$ cat src/rtl/fdma_arb_pkg.sv
// Shared types for the FDMA channel arbiter: FSM state encoding and round-robin step.
// No logic of its own; imported by both direction slices.
package fdma_arb_pkg;

  typedef enum logic [1:0] {
    S_IDLE  = 2'd0,
    S_ISSUE = 2'd1,
    S_BUSY  = 2'd2
  } state_t;

  function automatic int unsigned rr_next(input int unsigned idx, input int unsigned n);
    return (idx + 1 >= n) ? 0 : idx + 1;
  endfunction

endpackage

$ cat src/rtl/fdma_arb_dir.sv
// One direction of the arbiter: per-channel pending slots, round-robin grant, strobe gating, data mux.
// Request to pkg_areq is 2 cycles when idle; a busy engine simply leaves requests parked in their slot.
module fdma_arb_dir
  import fdma_arb_pkg::*;
#(
  parameter int NUM_CH = 2,
  parameter int ADDR_W = 32,
  parameter int DATA_W = 128
) (
  input  logic                       ui_clk,
  input  logic                       ui_rstn,
  input  logic [NUM_CH-1:0]          ch_areq,
  input  logic [NUM_CH*ADDR_W-1:0]   ch_addr,
  input  logic [NUM_CH*ADDR_W-1:0]   ch_size,
  input  logic [NUM_CH*DATA_W-1:0]   ch_data,
  output logic [NUM_CH-1:0]          ch_en,
  output logic [NUM_CH-1:0]          ch_last,
  output logic                       pkg_areq,
  output logic [ADDR_W-1:0]          pkg_addr,
  output logic [ADDR_W-1:0]          pkg_size,
  output logic [DATA_W-1:0]          pkg_data,
  input  logic                       pkg_en,
  input  logic                       pkg_last,
  output logic [NUM_CH-1:0]          ovf
);

  localparam int GW = $clog2(NUM_CH);

  state_t            state, state_nxt;
  logic [NUM_CH-1:0] pend;
  logic [ADDR_W-1:0] slot_addr [NUM_CH];
  logic [ADDR_W-1:0] slot_size [NUM_CH];
  logic [ADDR_W-1:0] in_addr   [NUM_CH];
  logic [ADDR_W-1:0] in_size   [NUM_CH];
  logic [DATA_W-1:0] in_data   [NUM_CH];
  logic [GW-1:0]     gnt, last_gnt, sel;
  logic              sel_vld, grant;
  int unsigned       rr_idx;

  for (genvar i = 0; i < NUM_CH; i++) begin : g_unpack
    assign in_addr[i] = ch_addr[i*ADDR_W +: ADDR_W];
    assign in_size[i] = ch_size[i*ADDR_W +: ADDR_W];
    assign in_data[i] = ch_data[i*DATA_W +: DATA_W];
  end

  // First pending channel strictly after the previous winner, wrapping.
  always_comb begin
    sel_vld = 1'b0;
    sel     = '0;
    rr_idx  = 32'(last_gnt);
    for (int k = 0; k < NUM_CH; k++) begin
      rr_idx = rr_next(rr_idx, NUM_CH);
      if (!sel_vld && pend[rr_idx[GW-1:0]]) begin
        sel_vld = 1'b1;
        sel     = rr_idx[GW-1:0];
      end
    end
  end

  assign grant = (state == S_IDLE) && sel_vld;

  always_ff @(posedge ui_clk or negedge ui_rstn) begin
    if (!ui_rstn) state <= S_IDLE;
    else          state <= state_nxt;
  end

  always_comb begin
    state_nxt = state;
    case (state)
      S_IDLE:  if (sel_vld) state_nxt = S_ISSUE;
      S_ISSUE: state_nxt = S_BUSY;
      S_BUSY:  if (pkg_last) state_nxt = S_IDLE;
      default: state_nxt = S_IDLE;
    endcase
  end

  always_comb begin
    ch_en    = '0;
    ch_last  = '0;
    pkg_areq = (state == S_ISSUE);
    if (state == S_BUSY) begin
      ch_en[gnt]   = pkg_en;
      ch_last[gnt] = pkg_last;
    end
  end

  assign pkg_data = in_data[gnt];

  always_ff @(posedge ui_clk or negedge ui_rstn) begin
    if (!ui_rstn) begin
      gnt      <= '0;
      last_gnt <= GW'(NUM_CH - 1);
      pkg_addr <= '0;
      pkg_size <= '0;
    end else begin
      if (grant) begin
        gnt      <= sel;
        pkg_addr <= slot_addr[sel];
        pkg_size <= slot_size[sel];
      end
      if (state == S_BUSY && pkg_last) last_gnt <= gnt;
    end
  end

  // A slot being granted this cycle is free again, so a coincident areq refills it cleanly.
  always_ff @(posedge ui_clk or negedge ui_rstn) begin
    if (!ui_rstn) begin
      pend <= '0;
      ovf  <= '0;
      for (int i = 0; i < NUM_CH; i++) begin
        slot_addr[i] <= '0;
        slot_size[i] <= '0;
      end
    end else begin
      for (int i = 0; i < NUM_CH; i++) begin
        if (ch_areq[i] && (!pend[i] || (grant && sel == GW'(i)))) begin
          pend[i]      <= 1'b1;
          slot_addr[i] <= in_addr[i];
          slot_size[i] <= in_size[i];
        end else if (grant && sel == GW'(i)) begin
          pend[i] <= 1'b0;
        end
        if (ch_areq[i] && pend[i] && !(grant && sel == GW'(i))) ovf[i] <= 1'b1;
      end
    end
  end

endmodule

$ cat src/rtl/fdma_arbiter.sv
// Shares one FDMA engine's write and read channels among NUM_CH frame-buffer controllers.
// Each direction is an independent round-robin slice; read data is broadcast without muxing.
module fdma_arbiter #(
  parameter int NUM_CH = 2,
  parameter int ADDR_W = 32,
  parameter int DATA_W = 128
) (
  input  logic                     ui_clk,
  input  logic                     ui_rstn,
  input  logic [NUM_CH-1:0]        ch_wr_areq,
  input  logic [NUM_CH*ADDR_W-1:0] ch_wr_addr,
  input  logic [NUM_CH*ADDR_W-1:0] ch_wr_size,
  input  logic [NUM_CH*DATA_W-1:0] ch_wr_data,
  output logic [NUM_CH-1:0]        ch_wr_en,
  output logic [NUM_CH-1:0]        ch_wr_last,
  input  logic [NUM_CH-1:0]        ch_rd_areq,
  input  logic [NUM_CH*ADDR_W-1:0] ch_rd_addr,
  input  logic [NUM_CH*ADDR_W-1:0] ch_rd_size,
  output logic [NUM_CH-1:0]        ch_rd_en,
  output logic [NUM_CH-1:0]        ch_rd_last,
  output logic [DATA_W-1:0]        ch_rd_data,
  output logic                     pkg_wr_areq,
  output logic [ADDR_W-1:0]        pkg_wr_addr,
  output logic [ADDR_W-1:0]        pkg_wr_size,
  output logic [DATA_W-1:0]        pkg_wr_data,
  input  logic                     pkg_wr_en,
  input  logic                     pkg_wr_last,
  output logic                     pkg_rd_areq,
  output logic [ADDR_W-1:0]        pkg_rd_addr,
  output logic [ADDR_W-1:0]        pkg_rd_size,
  input  logic                     pkg_rd_en,
  input  logic                     pkg_rd_last,
  input  logic [DATA_W-1:0]        pkg_rd_data,
  output logic [NUM_CH-1:0]        wr_ovf,
  output logic [NUM_CH-1:0]        rd_ovf
);

  logic [DATA_W-1:0] rd_mux_unused;

  fdma_arb_dir #(.NUM_CH(NUM_CH), .ADDR_W(ADDR_W), .DATA_W(DATA_W)) u_wr (
    .ui_clk   (ui_clk),
    .ui_rstn  (ui_rstn),
    .ch_areq  (ch_wr_areq),
    .ch_addr  (ch_wr_addr),
    .ch_size  (ch_wr_size),
    .ch_data  (ch_wr_data),
    .ch_en    (ch_wr_en),
    .ch_last  (ch_wr_last),
    .pkg_areq (pkg_wr_areq),
    .pkg_addr (pkg_wr_addr),
    .pkg_size (pkg_wr_size),
    .pkg_data (pkg_wr_data),
    .pkg_en   (pkg_wr_en),
    .pkg_last (pkg_wr_last),
    .ovf      (wr_ovf)
  );

  fdma_arb_dir #(.NUM_CH(NUM_CH), .ADDR_W(ADDR_W), .DATA_W(DATA_W)) u_rd (
    .ui_clk   (ui_clk),
    .ui_rstn  (ui_rstn),
    .ch_areq  (ch_rd_areq),
    .ch_addr  (ch_rd_addr),
    .ch_size  (ch_rd_size),
    .ch_data  ('0),
    .ch_en    (ch_rd_en),
    .ch_last  (ch_rd_last),
    .pkg_areq (pkg_rd_areq),
    .pkg_addr (pkg_rd_addr),
    .pkg_size (pkg_rd_size),
    .pkg_data (rd_mux_unused),
    .pkg_en   (pkg_rd_en),
    .pkg_last (pkg_rd_last),
    .ovf      (rd_ovf)
  );

  assign ch_rd_data = pkg_rd_data;

endmodule

$ cat config.mk
export PLATFORM = sky130hd
export DESIGN_NAME = fdma_arbiter
export DESIGN_NICKNAME = d
export VERILOG_FILES = /design/src/rtl/fdma_arb_pkg.sv /design/src/rtl/fdma_arb_dir.sv /design/src/rtl/fdma_arbiter.sv
export SDC_FILE = /design/constraint.sdc
export NUM_CORES = 1
export LEC_CHECK = 0
export ABC_CLOCK_PERIOD_IN_PS = 1950
export CAP_MARGIN = 5
export CORE_AREA = 5 5 408 410
export CTS_CLUSTER_SIZE = 30
export DETAILED_ROUTE_END_ITERATION = 10
export DIE_AREA = 0 0 413 415
export GPL_TIMING_DRIVEN = 0
export MAX_ROUTING_LAYER = met4
export SLEW_MARGIN = 5
export SYNTH_ARGS = -nofsm -noshare
export SYNTH_HDL_FRONTEND = slang
export SYNTH_SLANG_ARGS = --single-unit
$ cat constraint.sdc
create_clock -name ui_clk -period 1.95 [get_ports ui_clk]
set_input_delay 0.39 -clock ui_clk [delete_from_list [all_inputs] [get_ports ui_clk]]
set_output_delay 0.39 -clock ui_clk [all_outputs]
set_load 0.1 [all_outputs]
==> out/metrics.yaml, run 1 <==
routing:
  ant_nets: 0
  vias: 19372
  drc_errors: 0
  vias_per_cell: 3.84
  drtPass1Iterations: 5
  drt_iter0_markers: 1443
  wire_per_inst_um: 27.8
  wl_um: 140000
sta:
  fin_setup_tns_ns: -67.29
  finalSetupViolCount: 233
  fin_ws_ns: -0.631
  period_needed_ns: 2.58
  rsz0062_at_grt: "yes"
  whs_ns: 0.219
  fin_skew_ns: 0.0197
  hold_viol: 0
  final_max_slew_viol_count: 0
  fmax_mhz: 387
  period_share_pct: 132
  max_slew_margin_pct: 21.5
  worst_slew_pin_slew_ns: 1.18
power:
  finalPower_mw: 74.7
  peakVddDrop_uv: 1080
  leakagePower_nw: 15.5
  power.density_nw_per_um2: 2050
final_layout:
  num-fill-cells: 17369
  area_growth_pct: 79.1
  utilization_pct: 22.4
  final_nets: 3452
  drive_above_1_share_pct: 31.2
  design_area_um2: 36400
  stdcell_count: 5041
die:
  coreArea_um2: 162000
  row_count: 148
  initial_core_util_pct: 12.5
  die_h_um: 415
  die_w_um: 413
  num_io_pins: 1048
  die_area_um2: 171000
placement:
  io_buffers: 917
  globalplace.congestion: 0.932
  place.detailed.hpwl_um: 115000
  place_inst: 4867
  place_ws_ns: -2.49
  post_dp_cell_area_um2: 32500
setup_path:
  arrival_ns: 2.19
  end_kind: "output port"
  cp_max_fo: 10
  cp.required_ns: 1.56
  r2r_cells: 7
  r2r_start: "u_rd.state[0]"
  startpoint_type: "register"
  critPathKind: "register to output port"
  r2r_slack_ns: -0.06
  r2r-end: "u_rd.slot_addr[21]"
synthesis:
  synth_enable_flop_cells: 0
  synth_nets: 2421
  yosys.cell_types.count: 28
  synthCells: 1771
  syn_area_um2: 20300
  synth.top_cell.area_share_pct: 49.0
  synthFlopType: "dfrtp_1"
  yosysSeqAreaShare_pct: 49.3
  synth_most_common_cell: "dfrtp_1"
  synthTopCellsByCount: "dfrtp_1, o211ai_1, mux2_2"
  yosysTopAreaCell: "dfrtp_1"
  ys_ff_latch: 400
  yosys-top-cells-area: "dfrtp_1, o211ai_1, mux2_2"
  postSynth.asyncResetShare_pct: 100
  ys_warn_count: 0
  avgSynthCellArea_um2: 11.5
status:
  status: "complete, but fails checks"
  violations: "negative setup slack"
global_route:
  grt_overflow: 0
  grt_max_degree: 101
  grt_first_pass_wirelength_um: 180000
  grt_pass1_vias: 19981
  track_usage_pct: 15.7
  antenna_found_initial: 52
min_path:
  hold_path_class: "input port to asynchronous set/reset pin"
cts:
  path_clk_slew_ns: 0.06
  cts_made_buffers: 50
  clock_path_buffers: 3
  tritoncts: "done"
  clk_latency_ns: 0.61
  cts.sinks: 400
  clock-root-buffer: "clkbuf_16"
  htreeDepth: 2
job:
  cap_violations: 0
==> final cells by class <==
class                      instances  area, µm²  share of cell area, %
inverter                           4       15.0                 0.0413
buffer                           291       2180                   5.98
tap                             2175       2720                   7.48
sequential                       400      10000                   27.5
clock buffer                      75       1450                   3.97
timing repair buffer             985      10500                   28.9
antenna                           25       62.6                  0.172
multi-input combinational       1070       9230                   25.4
clock inverter                    16        179                  0.492
==> flip-flops by register name (all words and copies together), names as in the netlist, 32 cells and up <==
register,flops
u_rd.slot_addr,64
u_rd.pkg_size,32
u_wr.pkg_size,32
u_wr.slot_size,64
u_wr.pkg_addr,32
u_rd.pkg_addr,32
u_rd.slot_size,64
u_wr.slot_addr,64
==> cells by family (layout without fill, tap and decap cells) <==
kind of cell,after synthesis,after routing,synth area share (%)
mux,256,256,14.2
flops,400,400,49.3
other cells,0,25,0
simple gates,408,408,10.9
compound gates,406,406,16.6
buf+inv,301,1371,8.97
==> cell usage in the layout, fill, tap and decap left out, types with 3 or more instances in the layout <==
master	count
nor2b_4	3
nand2b_1	128
clkbuf_2	30
nand2_1	131
clkinv_4	3
mux2_1	46
and3_1	128
buf_6	53
buf_2	119
dfrtp_2	7
clkinvlp_4	3
dfrtp_1	391
clkinv_2	5
clkdlybuf4s50_1	518
clkbuf_8	10
buf_4	200
mux2_2	42
clkbuf_1	73
dlygate4sd2_1	128
buf_8	11
diode_2	25
clkbuf_16	70
buf_16	7
a21o_1	8
mux2_4	168
and3_4	4
a221o_1	128
o211ai_1	256
buf_1	3
buf_12	119
clkbuf_4	8
inv_1	4
nor2_4	3
==> report_power, final <==
part / internal, mW / switching (mW) / total (mW) / leakage (nW)
Combinational: 16.7 / 33.0 / 49.7 / 10.1
Clock: 5.41 / 3.94 / 9.34 / 0.788
Sequential: 12.6 / 3.05 / 15.6 / 4.58
Total: 34.7 / 40.0 / 74.7 / 15.5
==> metal layers <==
layer / global-route usage [%] / vias to the layer above / routed length, µm
li1: - / 8570 / -
met1: 19.3 / 9774 / 59300
met2: 26.4 / 899 / 68200
met3: 4.11 / 129 / 9920
met4: 2.74 / 0 / 2650
met5: - / - / 0
==> how the worst max path moves through the flow <==
| stage | cells after the start | slack (ns) | start | endpoint |
|---|---|---|---|---|
| 2_1_floorplan | 4 | -0.12 | u_wr.gnt | ch_wr_en[0] |
| 3_3_place_gp | 1 | -18.90 | ui_rstn | u_wr.slot_size[25] |
| 3_5_place_dp | 5 | -2.49 | u_wr.gnt | pkg_wr_data[46] |
| 4_1_cts | 5 | -0.70 | u_wr.gnt | pkg_wr_data[52] |
| 5_1_grt | 5 | -0.69 | u_wr.gnt | pkg_wr_data[52] |
| 6_report | 4 | -0.63 | u_wr.gnt | pkg_wr_data[101] |
==> critical path, cell delays in order (launching register included) <==
cell     delay [ns]
dfrtp_2        0.37
buf_12         0.16
buf_4          0.27
mux2_2         0.49
buf_4          0.28
==> timing repair <==
| item | CTS | global route |
|---|---|---|
| resized for setup | 1922 | 292 |
| pin swaps | 0 | 11 |
| endpoints found under the setup margin | 703 | 381 |
| gates cloned | 6 | 15 |
| hold endpoints to repair | 150 | 0 |
| hold buffers | 1 | 0 |
| setup buffers | 21 | 22 |
Note: power is estimated with default switching activity, not from simulation.
==> run 2, diff against run 1 <==
Settings changed: ABC_AREA from default to 0, ABC_CLOCK_PERIOD_IN_PS 1950 to default, SLEW_MARGIN 5 to 20.
==> run 2 against run 1 <==
  * The flow still finishes with violations (negative setup slack)
  * Utilization rose by 0.38 points
  * Clock skew rose by 0.0072 ns
  * First-iteration DRC count rose by 22%
  * Critical endpoint is now pkg_wr_data[12]
  * Largest power group unchanged
==> out/metrics.yaml, run 2 (synthesis results as in run 1) <==
setup_path:
  cp_common_cell: "buf_12"
  cp_slowest_stage_delay_ns: 0.42  # -0.07 ns
  arrival_ns: 2.14  # -0.05 ns
  cp_top_family: "buffers and inverters"
  cp_num_buf_inv: 4  # +1
  cp.required_ns: 1.56  # about the same
  worstPathCellList: "buf_6, buf_16, buf_12, mux2_4, buf_12"
  startpoint_type: "register"
  end_kind: "output port"
  cp_max_fo: 8  # -2
  critPathKind: "register to output port"
  critPathSlowestCell: "dfrtp_2"
die:
  row_count: 148  # unchanged
  num_io_pins: 1048  # unchanged
  die_h_um: 415  # unchanged
  coreArea_um2: 162000  # unchanged
  die_area_um2: 171000  # unchanged
  die_w_um: 413  # unchanged
  initial_core_util_pct: 12.5  # unchanged
global_route:
  track_usage_pct: 15.7  # -0.022 points
  grt_first_pass_wirelength_um: 180000  # -0.14%
  grt_pass1_vias: 20026  # +0.23%
  grt_max_degree: 93  # -7.9%
  grt_overflow: 0  # unchanged
  antenna_found_initial: 50  # -3.8%
routing:
  vias_per_cell: 3.88  # +0.96%
  vias: 19578  # +1.1%
  drt_iter0_markers: 1766  # +22%
  drc_errors: 0  # unchanged
  wire_per_inst_um: 27.9  # +0.48%
  drtPass1Iterations: 5  # unchanged
  wl_um: 141000  # +0.58%
  ant_nets: 0  # unchanged
cts:
  cts_made_buffers: 49  # -2.0%
  tritoncts: "done"
  clk_latency_ns: 0.62  # about the same
  cts.sinks: 400  # unchanged
  clock_path_buffers: 3  # unchanged
  clock-root-buffer: "clkbuf_16"
  path_clk_slew_ns: 0.06  # about the same
  htreeDepth: 2  # unchanged
final_layout:
  final_nets: 3466  # +0.41%
  final_cell_mix: "clkdlybuf4s50_1, dfrtp_1, o211ai_1, mux2_4, buf_4"
  area_growth_pct: 82.2
  multiInputGateArea_um2: 9420  # +2.1%
  regArea_um2: 10000  # about the same
  final_common_cell: "clkdlybuf4s50_1"
  num-fill-cells: 17343  # -0.15%
  drive_above_1_share_pct: 33.1  # +1.9 points
  design_area_um2: 37000  # +1.7%
power:
  peakVddDrop_uv: 962  # -11%
  leakagePower_nw: 15.9  # +2.6%
  seq_power_share_pct: 20.6  # -0.3 points
  pwr-share-clk_pct: 12.5  # about the same
  p_int_mw: 35.8  # +3.3%
  power.density_nw_per_um2: 2060  # +0.24%
  switching_share_pct: 52.9  # -0.62 points
  p_sw_mw: 40.3  # +0.79%
  power_frac_comb_pct: 67.0  # +0.4 points
sta:
  period_share_pct: 130  # -2.5 points
  fmax_mhz: 395  # +1.9%
  final_max_slew_viol_count: 0  # unchanged
  rsz0062_at_grt: "yes"
  fin_skew_ns: 0.0269  # +0.00722 ns
  finalSetupViolCount: 223  # -4.3%
  fin_setup_tns_ns: -65.72  # +1.58 ns
  whs_ns: 0.287  # +0.0674 ns
  fin_ws_ns: -0.583  # +0.0487 ns
  worst_slew_pin_slew_ns: 1.20  # +0.0169 ns
  period_needed_ns: 2.53  # -0.0487 ns
  max_slew_margin_pct: 20.4  # -1.1 points
  hold_viol: 0  # unchanged
placement:
  globalplace.congestion: 0.932  # unchanged
  post_dp_cell_area_um2: 32200  # -0.86%
  place_ws_ns: -2.03  # +0.464 ns
  io_buffers: 917  # unchanged
  place.detailed.hpwl_um: 115000  # +0.15%
job:
  cap_violations: 0  # unchanged
status:
  status: "complete, but fails checks"
  violations: "negative setup slack"
min_path:
  hold_path_class: "input port to asynchronous set/reset pin"
run 2: path summary, 6_finish.rpt:
check | end | slack [ns] | start | depth (start not counted)
min in group ui_clk | u_wr.slot_addr[53] | 0.30 | ch_wr_areq[0] | 3
worst min-delay path | u_rd.pkg_addr[11] | 0.29 | ui_rstn | 2
worst min register to register | u_wr.ovf[0] | 0.45 | u_wr.ovf[0] | 1
max in group asynchronous | u_wr.gnt | 0.31 | ui_rstn | 4
worst max-delay path | pkg_wr_data[12] | -0.58 | u_wr.gnt | 5
worst max register to register | u_wr.slot_size[16] | -0.12 | u_wr.state[0] | 8
run 2: repair_timing:
action | in CTS | in global routing
setup buffers | 29 | 26
pin swaps | 2 | 5
endpoints found under the hold margin | 43 | 0
setup endpoints to repair | 686 | 455
gates resized for setup | 1697 | 268
cloned | 11 | 14
hold buffers | 1 | 0
run 2: through the flow:
step,power (mW),instances,utilization (%)
after CTS,73.7,4995,22.0
after global placement,60.1,4863,20.0
after global routing,79.1,5043,22.8
after detailed placement,59.8,4869,19.9
final,76.1,5046,22.8
after floorplan,45.3,1771,-
run 2: layout make-up:
| type | instances | share of cell area [%] |
|---|---|---|
| timing repair buffer | 999 | 29.6 |
| sequential | 400 | 27.1 |
| multi-input combinational | 1070 | 25.5 |
| buffer | 292 | 5.95 |
| antenna | 19 | 0.129 |
| tap | 2175 | 7.36 |
| inverter | 4 | 0.0406 |
| clock inverter | 17 | 0.558 |
| clock buffer | 70 | 3.86 |
run 2: power groups by stage:
stage	clock [mW]	combinational, mW	sequential, mW
3_3_place_gp	0	44.6	15.6
5_1_grt	10.0	52.9	16.1
2_1_floorplan	0	21.3	24.1
6_report	9.48	51.0	15.7
4_1_cts	9.77	48.3	15.5
3_5_place_dp	0	44.2	15.6
run 2: worst reg2reg max path, cell delays in order, from the launching register on:
cell and delay (ns):
dfrtp_2 0.45, buf_6 0.15, a211o_1 0.30, a21boi_2 0.16, buf_6 0.18, buf_12 0.17
buf_12 0.12, buf_12 0.11, mux2_4 0.30
run 2: per-layer routing:
metal  part of all wire (%)  global-route usage, %  vias up
met4                    1.9                   2.76        0
met3                    7.2                   3.59      116
li1                       -                      -     8580
met2                     48                   26.2      950
met1                     42                   19.6     9932
met5                      0                      -        -
